File: src/rtl/pcm_sample_feed.sv
// PCM sample FIFO feeding an I2S output stage: rate-controlled fetch of mono or
// stereo entries, volume scaling, and 24-bit signed outputs updated once per frame.
module pcm_sample_feed #(
    parameter int DEPTH_LOG2 = 6
) (
    input  logic                  clk,
    input  logic                  rst_n,
    input  logic                  wr_en,
    input  logic [15:0]           wr_data,
    input  logic                  cfg_16bit,
    input  logic                  cfg_stereo,
    input  logic [7:0]            cfg_rate,
    input  logic [3:0]            cfg_volume,
    input  logic                  fifo_reset,
    input  logic                  next_sample,
    output logic [23:0]           left_data,
    output logic [23:0]           right_data,
    output logic                  fifo_full,
    output logic                  fifo_empty,
    output logic [DEPTH_LOG2:0]   fifo_level,
    output logic                  underrun,
    output logic                  overflow,
    output logic [1:0]            dbg_state_o
);
    localparam int DEPTH = 1 << DEPTH_LOG2;
    localparam logic [DEPTH_LOG2:0]   LVL_ONE  = (DEPTH_LOG2+1)'(1);
    localparam logic [DEPTH_LOG2:0]   LVL_FULL = (DEPTH_LOG2+1)'(DEPTH);
    localparam logic [DEPTH_LOG2-1:0] PTR_ONE  = DEPTH_LOG2'(1);

    typedef enum logic [1:0] {IDLE, FETCH_L, FETCH_R, UPDATE} state_t;

    // Handshake: wr_en is a fire-and-forget strobe; a write is taken when the
    // FIFO has room or a pop happens in the same cycle, otherwise overflow pulses.
    logic [15:0]           mem_q [DEPTH];
    logic [DEPTH_LOG2-1:0] wr_ptr_q, rd_ptr_q;
    logic [DEPTH_LOG2:0]   level_q;
    logic [6:0]            phase_q;
    state_t                state_q;
    logic                  stereo_q;
    logic [15:0]           hold_l_q, hold_r_q;
    logic [23:0]           left_q, right_q;
    logic                  underrun_q, overflow_q;

    logic                  full, pop, push, have_entries;
    logic [15:0]           sample_in, rd_data;
    logic [7:0]            rate_eff, sum;
    logic signed [19:0]    prod_l, prod_r;

    assign full         = (level_q == LVL_FULL);
    assign pop          = (state_q == FETCH_L) || (state_q == FETCH_R);
    assign push         = wr_en && !fifo_reset && (!full || pop);
    assign sample_in    = cfg_16bit ? wr_data : {wr_data[7:0], 8'h00};
    assign rd_data      = mem_q[rd_ptr_q];
    assign rate_eff     = cfg_rate[7] ? 8'd128 : cfg_rate;
    assign sum          = {1'b0, phase_q} + rate_eff;
    assign have_entries = cfg_stereo ? (level_q >= (DEPTH_LOG2+1)'(2)) : (level_q != '0);

    // Signed sample times unsigned gain; the result always fits in 20 bits.
    assign prod_l = 20'($signed(hold_l_q)) * $signed({16'd0, cfg_volume});
    assign prod_r = 20'($signed(hold_r_q)) * $signed({16'd0, cfg_volume});

    always_ff @(posedge clk) begin
        if (rst_n && push) begin
            mem_q[wr_ptr_q] <= sample_in;
        end
    end

    always_ff @(posedge clk) begin
        if (!rst_n || fifo_reset) begin
            wr_ptr_q   <= '0;
            rd_ptr_q   <= '0;
            level_q    <= '0;
            phase_q    <= '0;
            state_q    <= IDLE;
            stereo_q   <= 1'b0;
            hold_l_q   <= '0;
            hold_r_q   <= '0;
            left_q     <= '0;
            right_q    <= '0;
            underrun_q <= 1'b0;
            overflow_q <= 1'b0;
        end else begin
            underrun_q <= 1'b0;
            overflow_q <= wr_en && full && !pop;
            if (push) wr_ptr_q <= wr_ptr_q + PTR_ONE;
            if (pop)  rd_ptr_q <= rd_ptr_q + PTR_ONE;
            if (push && !pop)      level_q <= level_q + LVL_ONE;
            else if (pop && !push) level_q <= level_q - LVL_ONE;

            case (state_q)
                IDLE: begin
                    if (next_sample) begin
                        phase_q <= sum[6:0];
                        if (sum[7]) begin
                            if (have_entries) begin
                                stereo_q <= cfg_stereo;
                                state_q  <= FETCH_L;
                            end else begin
                                underrun_q <= 1'b1;
                                left_q     <= '0;
                                right_q    <= '0;
                            end
                        end
                    end
                end
                FETCH_L: begin
                    hold_l_q <= rd_data;
                    if (stereo_q) begin
                        state_q <= FETCH_R;
                    end else begin
                        hold_r_q <= rd_data;
                        state_q  <= UPDATE;
                    end
                end
                FETCH_R: begin
                    hold_r_q <= rd_data;
                    state_q  <= UPDATE;
                end
                UPDATE: begin
                    left_q  <= {prod_l, 4'h0};
                    right_q <= {prod_r, 4'h0};
                    state_q <= IDLE;
                end
                default: state_q <= IDLE;
            endcase
        end
    end

    assign left_data   = left_q;
    assign right_data  = right_q;
    assign fifo_full   = full;
    assign fifo_empty  = (level_q == '0);
    assign fifo_level  = level_q;
    assign underrun    = underrun_q;
    assign overflow    = overflow_q;
    assign dbg_state_o = state_q;
endmodule
File: config.mk
export PLATFORM = sky130hd
export DESIGN_NAME = pcm_sample_feed
export DESIGN_NICKNAME = d
export VERILOG_FILES = /design/src/rtl/pcm_sample_feed.sv
export SDC_FILE = /design/constraint.sdc
export NUM_CORES = 1
export LEC_CHECK = 0
export ABC_AREA = 1
export BUFFER_PORTS_ARGS = -buffer_cell sky130_fd_sc_hd__buf_2
export CORE_ASPECT_RATIO = 1.75
export CORE_MARGIN = 2
export CORE_UTILIZATION = 55
export CTS_BUF_LIST = sky130_fd_sc_hd__clkbuf_2
export CTS_CLUSTER_SIZE = 28
export DETAILED_ROUTE_END_ITERATION = 8
export PLACE_DENSITY_LB_ADDON = 0.3
export SYNTH_ARGS = -nofsm -noshare
export SYNTH_HDL_FRONTEND = slang
export SYNTH_SLANG_ARGS = --single-unit
File: constraint.sdc
create_clock -name clk -period 6 [get_ports clk]
set_input_delay 0.3 -clock clk [delete_from_list [all_inputs] [get_ports clk]]
set_output_delay 0.3 -clock clk [all_outputs]
set_load 0.02 [all_outputs]
==> impl_metrics.py, run 1 <==
metrics = {
    "synthesis": {
        "synth_top_cell_by_area": "edfxtp_1",
        "synthesis.area_mm2": 0.0517,
        "synth.avg_cell_area_um2": 10.3,
        "yosys_warnings": 0,
        "ys_types": 41,
        "ys_seq_elements": 1133,
        "synthFlopType": "edfxtp_1",
        "synth_area_leaders": "edfxtp_1 59%, nand2_1 12%, nand3_1 9.4%",
        "synthCells": 5043,
        "yosysSeqAreaShare_pct": 63.7,
        "async_flop_share_pct": 0,
        "synth.top_cell.area_share_pct": 59.5,
        "synth_edf_count": 1024,
    },
    "die": {
        "rows": 148,
        "core_mm2": 0.0931,
        "fp.dieW_um": 236,
        "die_h_um": 410,
        "io_pins": 96,
        "start_util_pct": 55.5,
        "die_area_mm2": 0.0966,
    },
    "placed_design": {
        "gp_congestion": 0.875,
        "io_buffers": 87,
        "dp_slack_ns": 1.95,
        "placed_cell_area_mm2": 0.0532,
        "place_hpwl_um": 82700,
    },
    "route": {
        "drc": 1,
        "wl_per_cell_um": 20.8,
        "drt-total-wl_um": 139000,
        "antenna_left": 0,
        "drt_iter0_drc": 3412,
        "num_vias": 37600,
        "via_per_inst": 5.64,
        "dr.pass1.iters": 9,
    },
    "timing": {
        "layout_setup_ws_ns": 2.09,
        "final-setup-viol-count": 0,
        "fin_crit_sh_pct": 65.1,
        "rsz0062_at_grt": "false",
        "setup_tns_ns": 0,
        "maxSlewViolCount": 0,
        "finalCriticalPeriod_ns": 3.91,
        "slew_headroom_pct": 30.4,
        "hold_viol": 0,
        "skew_ns": 0.0819,
        "worst_pin_slew_ns": 1.04,
        "fmaxAchievable_mhz": 256,
    },
    "critical_path": {
        "r2r_cells": 12,
        "reg2reg_to": "hold_l_q[12]",
        "critPathKind": "flop to flop",
        "reg2reg_slack_ns": 2.09,
        "cp-start-kind": "flop",
        "arrival_ns": 5.36,
        "cp-end-kind": "flop",
        "crit_fanout": 185,
        "required_ns": 7.45,
    },
    "run_status": {
        "status": "complete, but fails checks",
        "violations": "design-rule violations",
    },
    "hold_path": {
        "worstHoldStart": "wr_data[5]",
        "min_path_cells": 5,
        "hold_end": "mem_q[4][5]",
        "hold_path_class": "input pin to flop",
    },
    "finish": {
        "layout_commonest_cell": "nand2_1",
        "mostFrequentLayoutCells": "1645 x nand2_1, 1024 x edfxtp_1, 967 x nand3_1, 367 x inv_1, 328 x clkbuf_2",
        "fin_area_mm2": 0.0562,
        "drive_gt1_share_pct": 11.0,
        "area_growth_pct": 8.59,
        "nNetsFinal": 5477,
    },
    "clock_tree": {
        "postCtsSetupBuffers": 0,
        "cts_resized": 0,
        "clk_path_buf_depth": 3,
        "numCtsBuffers": 234,
        "clock_latency_ns": 1.57,
        "path_clk_slew_ns": 0.12,
        "cts_max_level": 4,
        "cts_tree": "built",
        "postCtsHoldBufs": 78,
        "clock_sinks": 1133,
        "cts_root_buf": "clkbuf_2",
    },
    "pwr": {
        "total_power_mw": 14.7,
        "leakage_nw": 23.3,
        "power-per-cell-area_mw_per_mm2": 262,
        "irDropWorstVdd_uv": 193,
    },
    "grt": {
        "grt_usage_pct": 28.9,
        "grt_pass1_vias": 37400,
        "grt_max_degree": 186,
        "grt_pass1_wl_um": 211000,
        "antenna_found_initial": 2,
        "grt_overflow": 0,
    },
    "job": {
        "maxCapViolCount": 0,
    },
}
-- worst max-delay path by stage --
stage	startpoint	endpoint	slack, ns	depth (start not counted)
4_1_cts	dbg_state_o[0]	mem_q[53][7]	1.96	10
6_report	flop	hold_l_q[12]	2.09	12
3_3_place_gp	cfg_volume[3]	left_data[18]	1.95	20
3_5_place_dp	cfg_volume[3]	left_data[18]	1.95	20
5_1_grt	flop	hold_l_q[12]	1.97	12
2_1_floorplan	cfg_volume[3]	right_data[15]	2.75	18
-- cell type report --
type	instances	area [um^2]
Inverter	383	1470
Timing Repair Buffer	274	2100
Fill cell	7619	37000
Clock buffer	328	1640
Multi-Input combinational cell	3257	15900
Clock inverter	94	554
Antenna cell	4	10.0
Tap cell	1200	1500
Sequential cell	1133	32900
-- synthesized netlist by cell type (all sizes together), types with 2 or more instances --
cell type  instances
nand4             13
o21bai             2
and2               2
buf              215
nor2             232
clkbuf            62
ha                93
a21o               3
or2                3
edfxtp          1024
xnor2              6
inv              382
dfxtp            109
a22oi              5
nor3               9
a21oi             75
nand2           1646
fa                66
mux2               8
nand3b            10
nor4               2
nand3            972
o21ai             86
xor2              13
-- stage by stage --
step / hold WS [ns] / std cells / util (%)
2_1_floorplan: 0.428 / 5050 / -
3_3_place_gp: 0.472 / 6168 / 57.1
3_5_place_dp: 0.483 / 6169 / 57.1
4_1_cts: 0.00227 / 6669 / 60.3
5_1_grt: 0.0373 / 6673 / 60.3
6_report: 0.148 / 6673 / 60.3
-- state kept, by name, indices dropped and copies added, names as in the netlist, 2 cells and up, named ones only --
| register | count |
|---|---|
| left_data | 20 |
| hold_l_q | 16 |
| rd_ptr_q | 6 |
| right_data | 20 |
| wr_ptr_q | 6 |
| phase_q | 7 |
| dbg_state_o | 2 |
| mem_q | 1024 |
| hold_r_q | 16 |
| fifo_level | 7 |
-- per-layer routing --
layer / vias up / track usage, % / part of all wire (%)
met5: - / 0 / 0
met4: 0 / 20.0 / 7.1
met1: 18000 / 31.4 / 34
li1: 17600 / - / -
met2: 1655 / 51.3 / 51
met3: 423 / 5.01 / 7.1
-- logic make-up after synthesis --
| logic type | Yosys count | share of synthesized area (%) |
|---|---|---|
| AOI/OAI and AO/OA | 174 | 1.75 |
| xor gates and xnor gates | 19 | 0.322 |
| adders and majority gates | 159 | 4.81 |
| buffers and inverters | 660 | 5.59 |
| DFF | 1133 | 63.7 |
| muxes | 8 | 0.174 |
| other | 1 | 0.00725 |
| and+or+nand+nor | 2889 | 23.7 |
-- power breakdown --
group	internal (mW)	switching (mW)	total, mW
Sequential	8.66	0.0612	8.72
Combinational	0.381	0.951	1.33
Clock	1.76	2.90	4.66
-- worst max-delay path, stage by stage, from the launching register on --
cell and delay, ns:
dfxtp_4 0.91, inv_16 0.32, buf_4 0.59, nand2_1 0.15, nand3_1 0.08, nand3_1 0.13, nand2_1 0.07, nand2_1 0.09
nand3_1 0.34, nand3_1 0.29, nand3_1 0.35, nand2_1 0.15, inv_1 0.04
Note: power is estimated with default switching activity, not from simulation.
==> inputs of run 2 (changes only) <==
Clock period 6 ns to 3.9 ns, I/O delays scaled along.
==> run 2 against run 1 <==
The flow now finishes without violations. Critical path depth increased by 3. Cell area increased by 0.88%. Clock power increased by 52%. First-iteration DRC count increased by 0.88%. Final cell count increased by 0.63%. Largest cell class unchanged.
==> impl_metrics.py, run 2 (synthesis results as in run 1) <==
metrics = {
    "run_status": {
        "status": "complete, no violations",
    },
    "placed_design": {
        "gp_congestion": 0.907,
        "io_buffers": 87,
        "place_inst": 6216,
        "dp_slack_ns": 0.223,
        "placed_cell_area_mm2": 0.0536,
        "place_hpwl_um": 85700,
    },
    "route": {
        "drt-total-wl_um": 139000,
        "wl_per_cell_um": 20.7,
        "drt_iter0_drc": 3442,
        "drc": 0,
        "num_vias": 37800,
        "dr.pass1.iters": 5,
        "via_per_inst": 5.62,
        "antenna_left": 0,
    },
    "clock_tree": {
        "path_clk_slew_ns": 0.12,
        "cts_tree": "built",
        "clock_latency_ns": 1.57,
        "cts_max_level": 4,
        "clock_sinks": 1133,
        "cts_root_buf": "clkbuf_2",
        "numCtsBuffers": 231,
        "postCtsSetupBuffers": 0,
        "clk_path_buf_depth": 3,
    },
    "timing": {
        "hold_ws_ns": 0.235,
        "layout_setup_ws_ns": 0.127,
        "rsz0062_at_grt": "false",
        "fin_crit_sh_pct": 96.7,
        "final-setup-viol-count": 0,
        "hold_viol": 0,
        "fmaxAchievable_mhz": 265,
        "maxSlewViolCount": 0,
        "finalCriticalPeriod_ns": 3.77,
        "skew_ns": 0.151,
        "setup_tns_ns": 0,
        "worst_pin_slew_ns": 1.20,
        "slew_headroom_pct": 20.0,
    },
    "finish": {
        "final_cells": 6715,
        "mostFrequentLayoutCells": "1645 x nand2_1, 1024 x edfxtp_1, 966 x nand3_1, 367 x inv_1, 329 x clkbuf_2",
        "layout_commonest_cell": "nand2_1",
        "fin_area_mm2": 0.0566,
        "area_growth_pct": 9.54,
        "fillers": 7421,
        "drive_gt1_share_pct": 11.9,
        "largest_reg_flops": 1024,
        "final_util_pct": 60.8,
        "regMostFlops": "mem_q",
        "nNetsFinal": 5533,
    },
    "grt": {
        "grt_max_degree": 154,
        "grt_use_met3_pct": 4.72,
        "grt_pass1_vias": 37400,
        "grt_overflow": 0,
        "met1_usage_pct": 32.0,
        "grt_usage_pct": 29.1,
        "antenna_found_initial": 3,
        "grt_pass1_wl_um": 212000,
        "busiest_layer": "met2",
        "grtUsageMet2_pct": 51.9,
    },
    "critical_path": {
        "crit_family": "adder cells",
        "cp-end-kind": "flop",
        "cp.depth": 15,
        "cpMostUsedCell": "inv_1",
        "crit_fanout": 6,
        "r2r_cells": 15,
        "cp_num_buf_inv": 5,
        "reg2reg_slack_ns": 0.13,
        "critPathMaxStageDelay_ns": 0.58,
        "cp-start-kind": "flop",
        "cp_slowest_cell": "dlygate4sd3_1",
        "required_ns": 5.40,
        "arrival_ns": 5.28,
        "path_cells": "nand2_1 -> inv_1 -> ha_1 -> inv_1 -> fa_1 -> fa_1 -> inv_1 -> ha_4 -> nand3_1 -> dlygate4sd3_1 -> nand3_2 -> dlygate4sd3_1 -> a21oi_1 -> nor2_1 -> nor2_1",
        "critPathKind": "flop to flop",
    },
    "pwr": {
        "irDropWorstVdd_uv": 291,
        "seqPwrFrac_pct": 59.4,
        "internal_power_mw": 16.6,
        "pwr-share-clk_pct": 31.4,
        "comb_power_share_pct": 9.3,
        "swShare_pct": 26.6,
        "p_switching_mw": 6.00,
        "total_power_mw": 22.6,
        "power-per-cell-area_mw_per_mm2": 399,
        "leakage_nw": 23.6,
    },
    "die": {
        "core_mm2": 0.0931,
        "die_h_um": 410,
        "die_area_mm2": 0.0966,
        "rows": 148,
        "start_util_pct": 55.5,
        "io_pins": 96,
        "fp.dieW_um": 236,
    },
    "hold_path": {
        "hold_path_class": "input pin to flop",
        "min_path_cells": 9,
    },
    "job": {
        "maxCapViolCount": 0,
    },
}
[run 2: cell types whose count changed in the layout (fill, tap and decap cells not counted), moves of 2 or more]
| cell | delta |
|---|---|
| dfxtp_1 | -3 |
| dlygate4sd3_1 | +12 |
| clkinv_2 | +7 |
| nor2_1 | +4 |
| clkinv_1 | -23 |
| buf_4 | +41 |
| buf_12 | +7 |
| dfxtp_2 | +3 |
| clkinvlp_4 | -3 |
| inv_2 | -2 |
| inv_6 | +4 |
| nor2_2 | -4 |
[run 2: power by group through the flow]
stage	Clock (mW)	Combinational [mW]	Sequential, mW
6_report	7.08	2.09	13.4
5_1_grt	7.75	2.31	13.4
4_1_cts	7.24	2.06	13.4
3_5_place_dp	0	1.97	13.7
3_3_place_gp	0	1.93	13.7
2_1_floorplan	0	1.34	13.7
[run 2: final timing paths]
| check | startpoint | endpoint |
|---|---|---|
| setup / recovery | hold_r_q[1] | right_data[9] |
| hold / removal | cfg_volume[1] | left_data[5] |
| setup reg to reg | hold_r_q[1] | right_data[9] |
| hold reg to reg | rd_ptr_q[0] | flop |
[run 2: layout make-up]
cell class / instances / area [um^2] / area share, %
flip-flops and latches: 1133 / 32900 / 58.2
clock buffers: 329 / 1650 / 2.91
clock inverters: 76 / 477 / 0.842
repair buffers: 333 / 2660 / 4.69
inverters: 383 / 1470 / 2.59
diodes: 4 / 10.0 / 0.0177
multi-input cells: 3257 / 15900 / 28.1
well taps: 1200 / 1500 / 2.65
[run 2: worst min-delay path, delay by kind of cell]
kind                       cells  cell delay (ns)
buffers and inverters          3             0.93
and+or+nand+nor                5             0.37
adders and majority gates      1             0.27
[run 2: repair_timing]
item	in CTS	in global routing
resized for setup	0	5
hold endpoints to repair	2154	0
hold buffers	90	0
setup endpoints to repair	0	3
[run 2: layer usage]
metal / wire, um / up-vias
li1: - / 17700
met1: 48100 / 18000
met2: 71700 / 1719
met3: 9980 / 385
met4: 9210 / 0
met5: 0 / -
